`config.mk`:
```
export PLATFORM = sky130hd
export DESIGN_NAME = mem_access_unit
export DESIGN_NICKNAME = d
export VERILOG_FILES = /design/src/rtl/mem_access_unit.sv
export SDC_FILE = /design/constraint.sdc
export NUM_CORES = 1
export LEC_CHECK = 0
export BUFFER_PORTS_ARGS = -buffer_cell sky130_fd_sc_hd__buf_4
export CORE_MARGIN = 8
export CORE_UTILIZATION = 53
export CTS_BUF_LIST = sky130_fd_sc_hd__clkbuf_4 sky130_fd_sc_hd__clkbuf_8
export DETAILED_ROUTE_END_ITERATION = 12
export PLACE_DENSITY = 0.85
export SKIP_CTS_REPAIR_TIMING = 1
export SLEW_MARGIN = 20
export SYNTH_ARGS = -nofsm -noshare
export SYNTH_HDL_FRONTEND = slang
export SYNTH_SLANG_ARGS = --single-unit
```
`constraint.sdc`:
```
create_clock -name clock -period 5 [get_ports clock]
set_clock_uncertainty 0.15 [all_clocks]
set_input_delay 1 -clock clock [delete_from_list [all_inputs] [get_ports clock]]
set_output_delay 1 -clock clock [all_outputs]
set_load 0.01 [all_outputs]
```
`src/rtl/mem_access_unit.sv`:
```
// Load/store unit between the RV32I core and a word-wide, zero-delay data RAM.
// Sub-word loads are lane-extracted; sub-word stores use a read-modify-write merge.
module mem_access_unit #(
    parameter int dataW = 32,
    parameter int addrW = 32
) (
    input  logic             clock,
    input  logic             reset,
    input  logic             req_valid,
    output logic             req_ready,
    input  logic             req_write,
    input  logic [2:0]       req_funct3,
    input  logic [addrW-1:0] req_addr,
    input  logic [dataW-1:0] req_wdata,
    output logic             resp_valid,
    output logic [dataW-1:0] resp_rdata,
    output logic             resp_misaligned,
    output logic             resp_illegal,
    output logic [addrW-1:0] ram_addr,
    output logic [dataW-1:0] ram_wdata,
    output logic             ram_we,
    input  logic [dataW-1:0] ram_rdata
);

    localparam int LANES = dataW / 8;

    localparam logic [2:0] F3_B  = 3'b000;
    localparam logic [2:0] F3_H  = 3'b001;
    localparam logic [2:0] F3_W  = 3'b010;
    localparam logic [2:0] F3_BU = 3'b100;
    localparam logic [2:0] F3_HU = 3'b101;

    typedef enum logic [1:0] {
        IDLE  = 2'd0,
        READ  = 2'd1,
        WRITE = 2'd2,
        RESP  = 2'd3
    } state_t;

    state_t           r_state;
    state_t           w_state_next;
    logic             r_write;
    logic             w_write_next;
    logic [2:0]       r_funct3;
    logic [2:0]       w_funct3_next;
    logic [1:0]       r_addr_lo;
    logic [1:0]       w_addr_lo_next;
    logic [15:0]      r_wdata;
    logic [15:0]      w_wdata_next;
    logic [addrW-1:0] r_ram_addr;
    logic [addrW-1:0] w_ram_addr_next;
    logic [dataW-1:0] r_ram_wdata;
    logic [dataW-1:0] w_ram_wdata_next;
    logic [dataW-1:0] r_resp_rdata;
    logic [dataW-1:0] w_resp_rdata_next;
    logic             r_misaligned;
    logic             w_misaligned_next;
    logic             r_illegal;
    logic             w_illegal_next;

    // Request classification, evaluated on the raw request in IDLE.
    logic w_req_illegal;
    logic w_req_misaligned;

    always_comb begin
        if (req_write) begin
            w_req_illegal = (req_funct3 >= 3'b011);
        end else begin
            w_req_illegal = (req_funct3 == 3'b011) || (req_funct3[2:1] == 2'b11);
        end
        w_req_misaligned = ((req_funct3[1:0] == 2'b01) && req_addr[0])
                         || ((req_funct3 == F3_W) && (req_addr[1:0] != 2'b00));
    end

    // Per-lane views of the RAM word and the merged store word.
    logic [7:0]       w_rd_lane [LANES];
    logic [7:0]       w_st_lane [LANES];
    logic [LANES-1:0] w_lane_sel;
    logic [dataW-1:0] w_merged;

    generate
        for (genvar gi = 0; gi < LANES; gi++) begin : g_lane
            assign w_rd_lane[gi]  = ram_rdata[8*gi +: 8];
            assign w_lane_sel[gi] = (r_funct3[1:0] == 2'b00) ? (r_addr_lo == 2'(gi))
                                                             : (r_addr_lo[1] == 1'(gi / 2));
            assign w_st_lane[gi]  = (r_funct3[1:0] == 2'b00) ? r_wdata[7:0]
                                                             : r_wdata[8*(gi % 2) +: 8];
            assign w_merged[8*gi +: 8] = w_lane_sel[gi] ? w_st_lane[gi] : w_rd_lane[gi];
        end
    endgenerate

    logic [7:0]       w_ld_byte;
    logic [15:0]      w_ld_half;
    logic [dataW-1:0] w_ld_value;

    assign w_ld_byte = w_rd_lane[r_addr_lo];
    assign w_ld_half = r_addr_lo[1] ? ram_rdata[31:16] : ram_rdata[15:0];

    always_comb begin
        w_ld_value = ram_rdata;
        case (r_funct3)
            F3_B:    w_ld_value = {{24{w_ld_byte[7]}}, w_ld_byte};
            F3_BU:   w_ld_value = {24'h0, w_ld_byte};
            F3_H:    w_ld_value = {{16{w_ld_half[15]}}, w_ld_half};
            F3_HU:   w_ld_value = {16'h0, w_ld_half};
            default: w_ld_value = ram_rdata;
        endcase
    end

    always_ff @(posedge clock or posedge reset) begin
        if (reset) begin
            r_state      <= IDLE;
            r_write      <= 1'b0;
            r_funct3     <= 3'b000;
            r_addr_lo    <= 2'b00;
            r_wdata      <= 16'h0;
            r_ram_addr   <= '0;
            r_ram_wdata  <= '0;
            r_resp_rdata <= '0;
            r_misaligned <= 1'b0;
            r_illegal    <= 1'b0;
        end else begin
            r_state      <= w_state_next;
            r_write      <= w_write_next;
            r_funct3     <= w_funct3_next;
            r_addr_lo    <= w_addr_lo_next;
            r_wdata      <= w_wdata_next;
            r_ram_addr   <= w_ram_addr_next;
            r_ram_wdata  <= w_ram_wdata_next;
            r_resp_rdata <= w_resp_rdata_next;
            r_misaligned <= w_misaligned_next;
            r_illegal    <= w_illegal_next;
        end
    end

    always_comb begin
        w_state_next      = r_state;
        w_write_next      = r_write;
        w_funct3_next     = r_funct3;
        w_addr_lo_next    = r_addr_lo;
        w_wdata_next      = r_wdata;
        w_ram_addr_next   = r_ram_addr;
        w_ram_wdata_next  = r_ram_wdata;
        w_resp_rdata_next = r_resp_rdata;
        w_misaligned_next = r_misaligned;
        w_illegal_next    = r_illegal;
        case (r_state)
            IDLE: begin
                if (req_valid) begin
                    w_write_next    = req_write;
                    w_funct3_next   = req_funct3;
                    w_addr_lo_next  = req_addr[1:0];
                    w_wdata_next    = req_wdata[15:0];
                    w_ram_addr_next = {req_addr[addrW-1:2], 2'b00};
                    if (w_req_illegal) begin
                        w_illegal_next = 1'b1;
                        w_state_next   = RESP;
                    end else if (w_req_misaligned) begin
                        w_misaligned_next = 1'b1;
                        w_state_next      = RESP;
                    end else if (!req_write) begin
                        w_state_next = READ;
                    end else if (req_funct3 == F3_W) begin
                        w_ram_wdata_next = req_wdata;
                        w_state_next     = WRITE;
                    end else begin
                        w_state_next = READ;
                    end
                end
            end
            READ: begin
                if (r_write) begin
                    w_ram_wdata_next = w_merged;
                    w_state_next     = WRITE;
                end else begin
                    w_resp_rdata_next = w_ld_value;
                    w_state_next      = RESP;
                end
            end
            WRITE: begin
                w_state_next = RESP;
            end
            RESP: begin
                w_resp_rdata_next = '0;
                w_misaligned_next = 1'b0;
                w_illegal_next    = 1'b0;
                w_state_next      = IDLE;
            end
            default: w_state_next = IDLE;
        endcase
    end

    // Strobes decode from the state register so reset removes them at once.
    assign req_ready       = (r_state == IDLE);
    assign resp_valid      = (r_state == RESP);
    assign ram_we          = (r_state == WRITE);
    assign resp_rdata      = r_resp_rdata;
    assign resp_misaligned = r_misaligned;
    assign resp_illegal    = r_illegal;
    assign ram_addr        = r_ram_addr;
    assign ram_wdata       = r_ram_wdata;

endmodule
```
==> impl_metrics.csv, run 1 <==
group,metric,value,unit
pwr,p_leak,3.77,nW
routing,wirelength,20400,um
layout,num-nets-final,851,
layout,filler_cell_count,831,
global_route,wire_length_of_the_first_global_routing_pass,31000,um
yosys,synthArstFlopShare,100,%
layout,multi_input_comb_area,0.00289,mm^2
layout,area_growth_syn_to_layout,32.3,%
floorplan,core_ar,0.0114,mm^2
placed_design,dp_hpwl,15100,um
timing,finalSetupTns,0,ns
cts,tritoncts.num_buffers,17,
cts,clk_pin_slew,0.07,ns
global_route,number_of_antenna_violations_at_the_first_check_in_global_routing,0,
layout,sequential_standard_cell_area,0.00300,mm^2
placed_design,dpl-instance-area,0.00775,mm^2
timing,setup_viol,0,
timing,worstMarginPinSlew,1.10,ns
worst_hold_path,worstHoldPathType,"flip-flop to flip-flop",
setup_path,worstPathRequired,5.22,ns
timing,timing.final.crit_period,2.96,ns
job,cap_violations,0,
placed_design,final_replace_weighted_congestion,0.864,
global_route,track_usage,26.5,%
timing,maxClockFrequency,0.338,GHz
placed_design,numPlacedInstances,867,
placed_design,placement.io_buffers,201,
yosys,part_of_the_yosys_area_used_for_sequential_elements,48.7,%
routing,postRouteAntennaNets,0,
routing,routed_wire_length_per_instance,22.8,um
setup_path,worst_setup_end_kind,"flip-flop",
layout,drive_above_1_share,46.9,%
floorplan,floorplan.die.width,124,um
pwr,power_total,5.48,mW
cts,tritoncts,"built",
routing,remaining_drc_errors,0,
floorplan,die-height,124,um
timing,final_max_slew_viol_count,0,
yosys,cell_area_synth,0.00617,mm^2
layout,layout.cell_area.non_filler,0.00816,mm^2
routing,dr.first_iter.drc_count,799,
cts,cts_root_buf,"clkbuf_8",
layout,n_antenna_cell,0,
yosys,synth-edff-count,0,
yosys,synthTopCellsByArea,"dfrtp_1 (49%), mux2_2 (14%), o21ai_0 (3.9%)",
global_route,globalRouteOverflowTotal,0,
layout,final_cell_count_no_fill,897,
floorplan,floorplan.initialDensity,54.3,%
setup_path,setup.worst_path.start_class,"flip-flop",
cts,clk_path_buf_depth,2,
routing,drt_first_pass_iters,5,
routing,vias_per_cell,6.15,
floorplan,dieArea,0.0154,mm^2
cts,clock_latency_at_the_later_pin_of_the_worst_skew_pair,0.44,ns
yosys,synth-seq-cells,120,
yosys,synthesis.area_per_instance,11.1,um^2
yosys,synth.top_cell.area_share,48.7,%
yosys,number_of_distinct_library_cells_after_synthesis,49,
global_route,grt_max_degree,62,
routing,routed-via-count,5521,
run_status,run_status,"finished, final reports clean",
pwr,worst_vdd_drop,0.438,mV
setup_path,timing.critical_path.fanout_max,35,
yosys,most_used_dff_post_synth,"dfrtp_1",
timing,finalCritPeriodShare,59.1,%
cts,cts-htree-levels,4,
yosys,synth_largest_area_cell,"dfrtp_1",
setup_path,criticalPathCategory,"flip-flop to flip-flop",
floorplan,placementRows,39,
timing,grt_setup_unrepaired,"false",
timing,hold_viol_final,0,
cts,cts.sinks,120,
floorplan,num_io_pins,204,
yosys,total_of_warnings_raised_by_yosys,0,
global_route,grt_pass1_vias,5608,
pwr,power_density,672,mW/mm^2
timing,maxSlewHeadroom,26.0,%
setup_path,timing.critical_path.arrival,3.18,ns
yosys,synthesis.instances,556,
==> critical path: stages, from the launching register on <==
cell and delay [ns]:
dfrtp_1 0.47, buf_4 0.28, nand2b_1 0.36, o32a_2 0.52, a2111oi_4 0.87, a221o_2 0.23
==> cell type report <==
type	instances	area share, %
inverter	25	1.18
clock buffer	22	3.48
tap	143	2.19
clock inverter	8	1.50
timing repair buffer	211	19.4
sequential	120	36.8
multi-input combinational	368	35.5
==> cells in the final DEF, fill, tap and decap left out, drive strengths merged, types with 13 or more instances in the layout <==
cell type,synthesis,final
buf,19,211
dfrtp,120,120
mux2,79,79
o21ai,48,48
nand2,41,41
a221o,27,27
inv,25,25
clkbuf,25,22
o221ai,17,17
and2,13,13
==> state kept, by name, indices dropped and copies added (netlist names) <==
| name | flops |
|---|---|
| r_wdata | 16 |
| r_write | 1 |
| resp_illegal | 1 |
| ram_wdata | 32 |
| r_state | 2 |
| r_addr_lo | 2 |
| resp_misaligned | 1 |
| resp_rdata | 32 |
| ram_addr | 30 |
| r_funct3 | 3 |
==> cell usage after synthesis, types with 3 or more instances <==
master       n
o21a_1       3
and2_1      13
o22ai_1      5
o211ai_1     9
a211oi_1    12
nor3_1       5
a22o_1       4
a31oi_1     10
a21oi_1      7
buf_1        7
mux2_2      79
o2bb2ai_1    3
buf_2        7
dfrtp_1    120
mux4_2       3
a21o_1       6
o31ai_1      5
buf_4        3
o22a_1       3
nor2b_1     12
nor2_1       7
or3_1        9
nand2b_1     3
a221o_1     17
or3b_2       9
inv_1       25
o221ai_1    17
clkbuf_1    25
nand3_1      4
a221o_2     10
ha_1         5
o21ai_0     48
nand2_1     41
==> final timing paths <==
check | from | endpoint | depth (start not counted) | slack [ns]
min in group asynchronous | reset | ram_wdata[1] | 2 | 0.40
hold / removal | resp_rdata[14] | resp_rdata[14] | 2 | 0.33
setup reg to reg | r_funct3[1] | resp_rdata[23] | 5 | 2.04
hold reg to reg | resp_rdata[14] | resp_rdata[14] | 2 | 0.33
setup / recovery | r_funct3[1] | resp_rdata[23] | 5 | 2.04
max in group asynchronous | reset | ram_wdata[21] | 3 | 3.33
==> cells by family (layout without fill, tap and decap cells) <==
kind of cell | Yosys count | in the layout | synth area share (%)
DFF | 120 | 120 | 48.7
AOI/OAI and AO/OA | 165 | 165 | 19.9
muxes | 84 | 84 | 15.8
buffers and inverters | 69 | 266 | 4.76
and+or+nand+nor | 112 | 112 | 9.81
other | 1 | 2 | 0.0608
adders and majority gates | 5 | 5 | 1.01
==> through the flow <==
stage	util (%)	setup WS (ns)	hold WS, ns
finish	71.8	2.04	0.334
global placement	68.2	2.13	0.317
floorplan	-	0.664	0.314
CTS	71.8	1.97	0.337
global route	71.8	1.95	0.364
detailed placement	68.2	1.99	0.323
==> power by group <==
group | internal [mW] | leakage, nW | switching [mW]
clock network | 0.528 | 0.201 | 0.383
logic | 1.36 | 2.08 | 1.45
registers | 1.44 | 1.49 | 0.319
total | 3.33 | 3.77 | 2.15
==> layer usage <==
layer  vias to the layer above  share of wire [%]  track usage, %
met5                         -                  0               0
met4                         0                2.0            8.70
met3                        42                 12            10.4
met2                       325                 47            41.4
met1                      2710                 39            33.2
li1                       2444                  -               -
No activity file was read; power rests on OpenSTA's default activity.
==> run 2: changes to the inputs <==
Settings changed: CORE_UTILIZATION 53 to 48, PLACE_DENSITY 0.85 to 0.81.
Clock period 5 ns to 2.6 ns, I/O delays scaled along.
==> impl_metrics.csv, run 2 (same netlist as run 1, synthesis figures left out) <==
group,metric,value,unit
pwr,power_switching,4.19,mW
routing,postRouteAntennaNets,0,
layout,num-nets-final,864,
timing,finalSetupTns,0,ns
routing,remaining_drc_errors,0,
floorplan,placementRows,41,
cts,cts.sinks,120,
pwr,internal_cell_power,6.39,mW
setup_path,setup.worst_path.start_class,"flip-flop",
pwr,clockPowerShare,16.1,%
layout,fin_util,66.3,%
timing,maxSlewHeadroom,28.5,%
layout,layout_commonest_cell,"buf_4",
pwr,netSwitchingFraction,39.6,%
timing,hold_viol_final,0,
timing,timing.final.crit_period,2.49,ns
pwr,power_density,1270,mW/mm^2
placed_design,final_replace_weighted_congestion,0.928,
timing,finalCritPeriodShare,95.7,%
setup_path,worst_setup_end_kind,"flip-flop",
floorplan,die-height,129,um
setup_path,worstPathRequired,2.79,ns
layout,filler_cell_count,1001,
cts,tritoncts.num_buffers,17,
cts,clk_path_buf_depth,2,
worst_hold_path,worstHoldPathType,"input pin to asynchronous set/reset pin",
pwr,comb_power_share,51.6,%
floorplan,num_io_pins,204,
routing,routed-via-count,5520,
job,cap_violations,0,
layout,mostFrequentLayoutCells,"buf_4 (220), dfrtp_1 (120), mux2_2 (79)",
pwr,p_leak,3.83,nW
pwr,worst_vdd_drop,0.632,mV
global_route,wire_length_of_the_first_global_routing_pass,31700,um
routing,routed_wire_length_per_instance,21.6,um
cts,clk_pin_slew,0.08,ns
global_route,grt_pass1_vias,5824,
routing,wirelength,20300,um
cts,cts_root_buf,"clkbuf_8",
global_route,grt_max_degree,42,
routing,vias_per_cell,5.87,
layout,area_growth_syn_to_layout,35.0,%
global_route,track_usage,24.6,%
setup_path,criticalPathCategory,"flip-flop to flip-flop",
timing,worstMarginPinSlew,1.06,ns
layout,n_antenna_cell,0,
placed_design,placement.io_buffers,201,
cts,cts-htree-levels,4,
setup_path,timing.critical_path.arrival,2.68,ns
layout,final_cell_count_no_fill,941,
timing,grt_setup_unrepaired,"false",
setup_path,timing.critical_path.fanout_max,12,
pwr,power_frac_seq,32.4,%
routing,dr.first_iter.drc_count,585,
layout,drive_above_1_share,47.9,%
global_route,globalRouteOverflowTotal,0,
placed_design,numPlacedInstances,909,
timing,final_max_slew_viol_count,0,
routing,drt_first_pass_iters,5,
timing,maxClockFrequency,0.402,GHz
placed_design,dp_hpwl,15900,um
timing,setup_viol,0,
floorplan,floorplan.initialDensity,49.1,%
run_status,run_status,"finished, final reports clean",
timing,final_hold_slack,0.0300,ns
global_route,number_of_antenna_violations_at_the_first_check_in_global_routing,0,
cts,clock_latency_at_the_later_pin_of_the_worst_skew_pair,0.45,ns
floorplan,core_ar,0.0126,mm^2
floorplan,floorplan.die.width,129,um
floorplan,dieArea,0.0167,mm^2
cts,tritoncts,"built",
run 2: metal layers:
layer | vias up | global-route usage, % | share of wire [%]
met5 | - | 0 | 0
met2 | 305 | 39.6 | 49
met3 | 55 | 8.87 | 11
met4 | 0 | 11.5 | 3.2
li1 | 2468 | - | -
met1 | 2692 | 28.7 | 37
run 2: critical path: stages (launching register included):
cell	delay, ns
dfrtp_1	0.57
o31ai_1	0.93
a211oi_1	0.16
a221o_1	0.31
mux2_2	0.26
run 2: final timing paths:
| kind | startpoint | end | slack (ns) | cells past startpoint |
|---|---|---|---|---|
| max in group asynchronous | reset | ram_wdata[17] | 1.58 | 3 |
| min reg2reg | resp_rdata[7] | resp_rdata[7] | 0.33 | 1 |
| min | reset | ram_addr[27] | 0.03 | 2 |
| max reg2reg | r_addr_lo[0] | ram_wdata[8] | 0.11 | 4 |
| max | r_addr_lo[0] | ram_wdata[8] | 0.11 | 4 |
| min in group clock | req_addr[29] | ram_addr[29] | 0.15 | 2 |
run 2: area by class of cell:
class / count / area, um^2 / area share, %
Multi-Input combinational cell: 368 / 2890 / 34.7
Clock inverter: 14 / 149 / 1.79
Clock buffer: 18 / 248 / 2.97
Tap cell: 172 / 215 / 2.58
Inverter: 25 / 97.6 / 1.17
Timing Repair Buffer: 224 / 1730 / 20.8
Sequential cell: 120 / 3000 / 36.0
run 2: metrics by stage:
stage | area, um^2 | power [mW] | setup WS (ns)
finish | 8340 | 10.6 | 0.111
floorplan | 6180 | 6.57 | 0.449
detailed placement | 7940 | 8.91 | 0.213
global route | 8340 | 11.3 | 0.0157
CTS | 8340 | 10.6 | 0.196
global placement | 7940 | 8.67 | 0.343
run 2: power groups by stage:
stage                     sequential [mW]  clock (mW)  combinational, mW
after global routing                 3.55        1.80               5.91
after global placement               3.40           0               5.27
after CTS                            3.43        1.73               5.48
after detailed placement             3.45           0               5.46
final                                3.43        1.70               5.46
after floorplan                      3.54           0               3.02
